`src/rtl/rx_comma_deserializer_if.sv`:
```
// Serial-in / recovered-word-out bundle for the comma deserializer.
// The master drives the line side, the slave (the deserializer) drives the word side.
interface rx_comma_deserializer_if;
  logic       serial_in;
  logic       serial_valid;
  logic [9:0] dout;
  logic       dout_valid;
  logic       is_comma;
  logic       locked;
  logic       realign;

  modport master (
    output serial_in,
    output serial_valid,
    input  dout,
    input  dout_valid,
    input  is_comma,
    input  locked,
    input  realign
  );

  modport slave (
    input  serial_in,
    input  serial_valid,
    output dout,
    output dout_valid,
    output is_comma,
    output locked,
    output realign
  );
endinterface

```
`src/rtl/rx_comma_deserializer.sv`:
```
// K28.5-aligned 10-bit deserializer with HUNT/LOCK word alignment.
// dout is registered on the edge that samples a group's 10th bit; no backpressure, a word is presented once.
module rx_comma_deserializer #(
  parameter int unsigned MISALIGN_MAX = 3
) (
  input  logic                  clk,
  input  logic                  rst_n,
  rx_comma_deserializer_if.slave rx
);

  if (MISALIGN_MAX < 1 || MISALIGN_MAX > 15) begin : g_bad_param
    $error("MISALIGN_MAX must be in 1..15");
  end

  typedef enum logic {
    HUNT = 1'b0,
    LOCK = 1'b1
  } state_t;

  localparam logic [9:0] K28_5_RDN = 10'b0011111010;
  localparam logic [9:0] K28_5_RDP = 10'b1100000101;
  localparam logic [3:0] MIS_MAX   = 4'(MISALIGN_MAX);
  localparam logic [3:0] CNT_LAST  = 4'd9;

  state_t     state_q,      state_d;
  logic [9:0] window_q,     window_d;
  logic [3:0] cnt_q,        cnt_d;
  logic [3:0] mis_q,        mis_d;
  logic [9:0] dout_q,       dout_d;
  logic       dout_valid_q, dout_valid_d;
  logic       is_comma_q,   is_comma_d;
  logic       realign_q,    realign_d;

  logic [9:0] win_next;
  logic       comma_hit;
  logic [3:0] mis_inc;

  assign win_next  = {window_q[8:0], rx.serial_in};
  assign comma_hit = (win_next == K28_5_RDN) || (win_next == K28_5_RDP);
  assign mis_inc   = mis_q + 4'd1;

  always_comb begin
    state_d      = state_q;
    window_d     = window_q;
    cnt_d        = cnt_q;
    mis_d        = mis_q;
    dout_d       = dout_q;
    dout_valid_d = 1'b0;
    is_comma_d   = is_comma_q;
    realign_d    = 1'b0;

    if (rx.serial_valid) begin
      window_d = win_next;
      unique case (state_q)
        HUNT: begin
          if (comma_hit) begin
            state_d      = LOCK;
            cnt_d        = '0;
            mis_d        = '0;
            dout_d       = win_next;
            dout_valid_d = 1'b1;
            is_comma_d   = 1'b1;
            realign_d    = 1'b1;
          end
        end
        LOCK: begin
          if (cnt_q == CNT_LAST) begin
            // Word boundary at the current phase; an aligned comma re-arms the misalign count.
            cnt_d        = '0;
            dout_d       = win_next;
            dout_valid_d = 1'b1;
            is_comma_d   = comma_hit;
            if (comma_hit) begin
              mis_d = '0;
            end
          end else if (comma_hit && (mis_inc == MIS_MAX)) begin
            // Enough commas at another phase: jump to it without leaving LOCK.
            cnt_d        = '0;
            mis_d        = '0;
            dout_d       = win_next;
            dout_valid_d = 1'b1;
            is_comma_d   = 1'b1;
            realign_d    = 1'b1;
          end else begin
            cnt_d = cnt_q + 4'd1;
            if (comma_hit) begin
              mis_d = mis_inc;
            end
          end
        end
        default: begin
          state_d = HUNT;
        end
      endcase
    end
  end

  always_ff @(posedge clk or negedge rst_n) begin
    if (!rst_n) begin
      state_q      <= HUNT;
      window_q     <= '0;
      cnt_q        <= '0;
      mis_q        <= '0;
      dout_q       <= '0;
      dout_valid_q <= 1'b0;
      is_comma_q   <= 1'b0;
      realign_q    <= 1'b0;
    end else begin
      state_q      <= state_d;
      window_q     <= window_d;
      cnt_q        <= cnt_d;
      mis_q        <= mis_d;
      dout_q       <= dout_d;
      dout_valid_q <= dout_valid_d;
      is_comma_q   <= is_comma_d;
      realign_q    <= realign_d;
    end
  end

  assign rx.dout       = dout_q;
  assign rx.dout_valid = dout_valid_q;
  assign rx.is_comma   = is_comma_q;
  assign rx.locked     = (state_q == LOCK);
  assign rx.realign    = realign_q;

endmodule

```
`src/flat_wrapper.sv`:
```
// flat-port wrapper written by rule: the top's interface ports become plain ports
module rx_comma_deserializer_flat 
#(
  parameter int unsigned MISALIGN_MAX = 3
)
  (clk, rst_n, rx_serial_in, rx_serial_valid, rx_dout, rx_dout_valid, rx_is_comma, rx_locked, rx_realign);
  rx_comma_deserializer_if rx_i ();
  input  logic clk;
  input  logic rst_n;
  input wire logic [$bits(rx_i.serial_in)-1:0] rx_serial_in;
  input wire logic [$bits(rx_i.serial_valid)-1:0] rx_serial_valid;
  output wire logic [$bits(rx_i.dout)-1:0] rx_dout;
  output wire logic [$bits(rx_i.dout_valid)-1:0] rx_dout_valid;
  output wire logic [$bits(rx_i.is_comma)-1:0] rx_is_comma;
  output wire logic [$bits(rx_i.locked)-1:0] rx_locked;
  output wire logic [$bits(rx_i.realign)-1:0] rx_realign;
  assign rx_i.serial_in = rx_serial_in;
  assign rx_i.serial_valid = rx_serial_valid;
  assign rx_dout = rx_i.dout;
  assign rx_dout_valid = rx_i.dout_valid;
  assign rx_is_comma = rx_i.is_comma;
  assign rx_locked = rx_i.locked;
  assign rx_realign = rx_i.realign;
  rx_comma_deserializer #(.MISALIGN_MAX(MISALIGN_MAX)) u_core (.clk(clk), .rst_n(rst_n), .rx(rx_i));
endmodule
```
`config.mk`:
```
export PLATFORM = sky130hd
export DESIGN_NAME = rx_comma_deserializer_flat
export DESIGN_NICKNAME = d
export VERILOG_FILES = /design/src/rtl/rx_comma_deserializer_if.sv /design/src/rtl/rx_comma_deserializer.sv /design/src/flat_wrapper.sv
export SDC_FILE = /design/constraint.sdc
export NUM_CORES = 1
export LEC_CHECK = 0
export ABC_AREA = 1
export BUFFER_PORTS_ARGS = -buffer_cell sky130_fd_sc_hd__buf_4
export CORE_MARGIN = 5
export CORE_UTILIZATION = 61
export CTS_CLUSTER_SIZE = 16
export DETAILED_ROUTE_END_ITERATION = 12
export PLACE_DENSITY = 0.83
export SYNTH_ARGS = -nofsm -noshare
export SYNTH_HDL_FRONTEND = slang
export SYNTH_SLANG_ARGS = --single-unit
```
`constraint.sdc`:
```
create_clock -name clk -period 3.4 [get_ports clk]
set_clock_uncertainty 0.2 [all_clocks]
set_input_delay 0.68 -clock clk [delete_from_list [all_inputs] [get_ports clk]]
set_output_delay 0.68 -clock clk [all_outputs]
set_load 0.02 [all_outputs]
```
# After elaboration in Yosys (flattened, before gate mapping)
# Index checks and enable logic that the tools add are counted.
op_classes:
  addsub: 2
  n_eq_ne: 7
  mux: 26
  n_bitwise: 1
  n_reduce_logical: 5
op_table:
  columns: ["cell", "count"]
  rows:
  - ["$mux W10", 3]
  - ["$mux W4", 7]
  - ["$pmux W10 S2", 1]
  - ["$pmux W4 S2", 2]
  - ["$eq A10 B10 Y1 const B", 1]
  - ["$eq A10 B8 Y1 const B", 1]
  - ["$mux W1", 10]
  - ["$add A4 B1 Y4 const B", 2]
  - ["$pmux W1 S2", 3]
  - ["$eq A4 B2 Y1 const B", 1]
  - ["$eq A4 B4 Y1 const B", 1]
  - ["$ne A4 B4 Y1 const B", 1]
  - ["$reduce_and A2 Y1", 2]
  - ["$ne A3 B3 Y1 const B", 1]
  - ["$reduce_and A3 Y1", 1]
  - ["$ne A2 B1 Y1 const B", 1]
  - ["$logic_and A1 B1 Y1", 1]
  - ["$logic_or A1 B1 Y1", 1]
  - ["$not A1 Y1", 1]
word_totals:
  regBits: 31
  input_bits: 4
  out_inout_bits: 14
  wordCells: 49

# Depth between registers and ports, before layout
logic_depth:
  word_depth: 7
  ltp_mapped: 11
  ltp_nobuf: 10

# Least setup slack after synthesis
# OpenSTA, ideal clock, no wires.
synth_path:
  path_kind: "input-to-reg"
  from: "in rx_serial_in"
  to: "reg u_core.dout_q[4] (netlist: u_core.rx.dout[4])"
  setup_time_ns: 0.117
  arrival_ns: 1.500
  required_time_ns: 3.083
  slack_ns: 1.583
  cell_stages: 11
  path_buffers: 1
  cell_sequence: "inv_1 -> nand2_1 -> nor2_1 -> nand3_2 -> nand2_2 -> nand2_4 -> nand2_4 -> nand2_4 -> buf_6 -> nand2_1 -> nand2_1"
synth_via:
  elab_chain_len: 5
  elab_cells_between_ends: 7
  cone_classes: "eq/ne: 4; reduce/logical: 3"
synth_lines:
  columns: ["item", "line", "text"]
  rows:
  - ["from (decl)", "flat_wrapper.sv:10", "input wire logic [$bits(rx_i.serial_in)-1:0] rx_serial_in;"]
  - ["$eq A10 B8 Y1 / $eq A10 B10 Y1 (equally long branches)", "rx_comma_deserializer.sv:39", "assign comma_hit = (win_next == K28_5_RDN) || (win_next == K28_5_RDP);"]
  - ["$logic_or A1 B1 Y1 *", "rx_comma_deserializer.sv:39", null]
  - ["$logic_and A1 B1 Y1", "rx_comma_deserializer.sv:76", "end else if (comma_hit && (mis_inc == MIS_MAX)) begin"]
  - ["$ne A3 B3 Y1 (no source line)", null, null]
  - ["$reduce_and A3 Y1 (no source line) *", null, null]
  - ["to (signal assigned)", "rx_comma_deserializer.sv:113", "dout_q <= dout_d;"]
  - ["to (decl)", "rx_comma_deserializer.sv:29", "logic [9:0] dout_q, dout_d;"]
# Every way passes the cells marked *; elsewhere a longest branch is shown, timed or not.
# A chain may end at the register's enable or synchronous reset.

# Final worst setup path
layout_path:
  from: "reg u_core.mis_q[1]"
  to: "reg u_core.dout_q[9] (netlist: u_core.rx.dout[9])"
layout_via:
  elab_chain_len: 5
layout_lines:
  columns: ["item", "line", "text"]
  rows:
  - ["from (decl)", "rx_comma_deserializer.sv:28", "logic [3:0] mis_q, mis_d;"]
  - ["from (signal assigned)", "rx_comma_deserializer.sv:112", "mis_q <= mis_d;"]
  - ["$add A4 B1 Y4", "rx_comma_deserializer.sv:40", "assign mis_inc = mis_q + 4'd1;"]
  - ["$eq A4 B2 Y1", "rx_comma_deserializer.sv:76", null]
  - ["$logic_and A1 B1 Y1", "rx_comma_deserializer.sv:76", null]
  - ["$ne A3 B3 Y1 (no source line)", null, null]
  - ["$reduce_and A3 Y1 (no source line)", null, null]
# No other way between the ends.

==> impl_metrics.yaml <==
global_route:
  grt_max_degree: 32
  gr-usage-all-layers: 0.203
  overflow: 0
  grt_pass1_wl_um: 5300
  antenna_found_initial: 0
  grt_pass1_vias: 1197
drt:
  via_count: 1191
  drt_iter0_drc: 50
  drc: 0
  first_pass_iters: 4
  wirelength_um: 3010
  wl_per_cell_um: 13.2
  viasPerCell: 5.22
  ant_nets: 0
final_layout:
  fin_area_um2: 1730
  syn_to_final_growth_pct: 13.1
  fin_cells: 228
  final_nets: 205
  diodes: 0
  drive_above_1_share: 0.207
synthesis:
  synth_seq_cells: 31
  avgSynthCellArea_um2: 8.55
  synthCells: 179
  yosys_warnings: 0
  synth_nets: 187
  netlist_area_um2: 1530
  synthDistinctLibCells: 25
  synth-seq-area-share: 0.507
sta:
  period_minus_slack_ns: 1.90
  fin_crit_sh: 0.560
  tns_ns: 0
  maxSlewHeadroom: 0.743
  final-max-slew-violation-count: 0
  setup_ws_ns: 1.50
  hold_viol_final: 0
  max_freq_ghz: 0.525
  worst_pin_slew_ns: 0.383
  rsz0062_at_grt: "no"
  setup-violations-final: 0
  hold_ws_ns: 0.0483
cts:
  clkSlewWorstSetupHoldPaths_ns: 0.11
  post_cts_resized: 0
  cts_buffer_depth: 2
  clock-sinks: 31
  insertion_delay_ns: 0.33
  root_buffer: "clkbuf_4"
  cts_tree: "yes"
  cts_max_level: 2
  postCtsHoldBufs: 0
  numCtsBuffers: 5
  cts_setup_buffers: 0
critical_path:
  worstSetupStartpointType: "register"
  path_class: "reg -> reg"
  crit_fanout: 14
  crit_arrival_ns: 1.92
  critPathRequiredTime_ns: 3.42
  critPathCaptureType: "register"
place:
  place_ws_ns: 1.30
  placed_area_um2: 1650
  dp.cells: 220
  gp_congestion: 0.855
  port_buffers: 17
  hpwl_um: 2260
floorplan:
  num_io_pins: 18
  die_x_um: 60.1
  die-area_um2: 3610
  die-height_um: 60.1
  core_area_um2: 2430
  rows: 18
  initial_utilization: 0.629
power:
  vdd_drop_max_mv: 0.580
  power_density_nw_per_um2: 705
  power.leakage_nw: 0.941
status:
  status: "finished clean"
hold_path:
  hold_path.class: "in -> async"
job:
  maxCapViolations: 0
[cell usage after synthesis, drive strengths merged]
| cell | instances | share of area |
|---|---|---|
| xnor2 | 1 | 0.0057 |
| nand2 | 62 | 0.18 |
| buf | 4 | 0.025 |
| inv | 22 | 0.056 |
| dfrtp | 31 | 0.51 |
| nor3 | 1 | 0.0033 |
| o21a | 1 | 0.0049 |
| ha | 4 | 0.033 |
| nand4 | 5 | 0.020 |
| o31ai | 1 | 0.0049 |
| clkbuf | 2 | 0.0057 |
| a21oi | 3 | 0.0098 |
| nor2 | 16 | 0.046 |
| o21ai | 9 | 0.029 |
| nand3 | 17 | 0.070 |
[placed cells by master, fill, tap and decap left out]
master / n
nand3_1: 14
o21ai_0: 9
clkinv_2: 1
nor2_4: 1
bufinv_16: 1
nand3_4: 1
o31ai_1: 1
buf_4: 17
clkbuf_4: 5
nor3_1: 1
inv_4: 1
inv_1: 20
ha_1: 4
clkinv_4: 1
inv_2: 1
nor2_2: 1
o21a_1: 1
nor2_1: 14
dfrtp_1: 31
nand2_2: 5
nand2_1: 53
nand4_1: 5
nand3_2: 2
xnor2_1: 1
nand2_4: 4
a21oi_1: 3
[final timing paths]
kind	cells past startpoint	end	startpoint	slack, ns
max	9	u_core.rx.dout[9]	u_core.mis_q[1]	1.50
min	1	u_core.rx.dout[4]	rst_n	0.05
max reg2reg	9	u_core.rx.dout[9]	u_core.mis_q[1]	1.50
min reg2reg	2	u_core.rx.dout[5]	u_core.rx.dout[5]	0.30
max in group asynchronous	1	u_core.mis_q[1]	rst_n	2.66
min in group clk	2	u_core.rx.dout[5]	u_core.rx.dout[5]	0.30
[final cells by class]
cell class,instances,area (µm²)
clock inverters,3,43.8
fillers,183,702
clock buffers,5,37.5
inverters,22,85.1
well taps,30,37.5
repair buffers,17,128
multi-input cells,120,623
flip-flops and latches,31,776
[cell families (layout without fill, tap and decap cells)]
| group | count (synthesis) | after routing | synth area share |
|---|---|---|---|
| AO/OA/AOI/OAI | 14 | 14 | 0.0491 |
| AND/OR/NAND/NOR | 101 | 101 | 0.320 |
| XOR/XNOR | 1 | 1 | 0.00572 |
| flip-flops | 31 | 31 | 0.507 |
| adder cells (fa/ha/maj) | 4 | 4 | 0.0327 |
| buffers and inverters | 28 | 47 | 0.0858 |
[stage by stage]
step / utilization / power [mW]
floorplan: - / 0.784
global placement: 0.678 / 0.916
detailed placement: 0.678 / 0.943
CTS: 0.711 / 1.23
global route: 0.711 / 1.30
finish: 0.711 / 1.22
[critical path, stage by stage, from the launching register on]
cell and delay (ns):
dfrtp_1 0.44, ha_1 0.21, xnor2_1 0.19, nand2_1 0.12, nor2_4 0.13, nand2_4 0.07
nand2_4 0.14, nand2_4 0.14, nand2_1 0.10, nand2_1 0.06
[where the power goes]
group	switching, mW	total, mW	internal, mW
registers	0.0827	0.549	0.467
logic	0.232	0.383	0.152
clock network	0.132	0.287	0.155
total	0.447	1.22	0.773
[registers in the layout, indices dropped and copies added, names as in the netlist]
signal	cells
u_core.mis_q	4
u_core.cnt_q	4
u_core.rx.dout_valid	1
u_core.window_q	9
u_core.rx.realign	1
u_core.rx.is_comma	1
u_core.rx.dout	10
u_core.rx.locked	1
[layer usage]
metal  track usage  vias to the layer above  wire [µm]
met3        0.0648                        8        170
met4        0.0696                        0         56
li1              -                      595          -
met5             0                        -          0
met2         0.321                       41       1430
met1         0.261                      547       1340
Power figures use the tool's default switching activity.
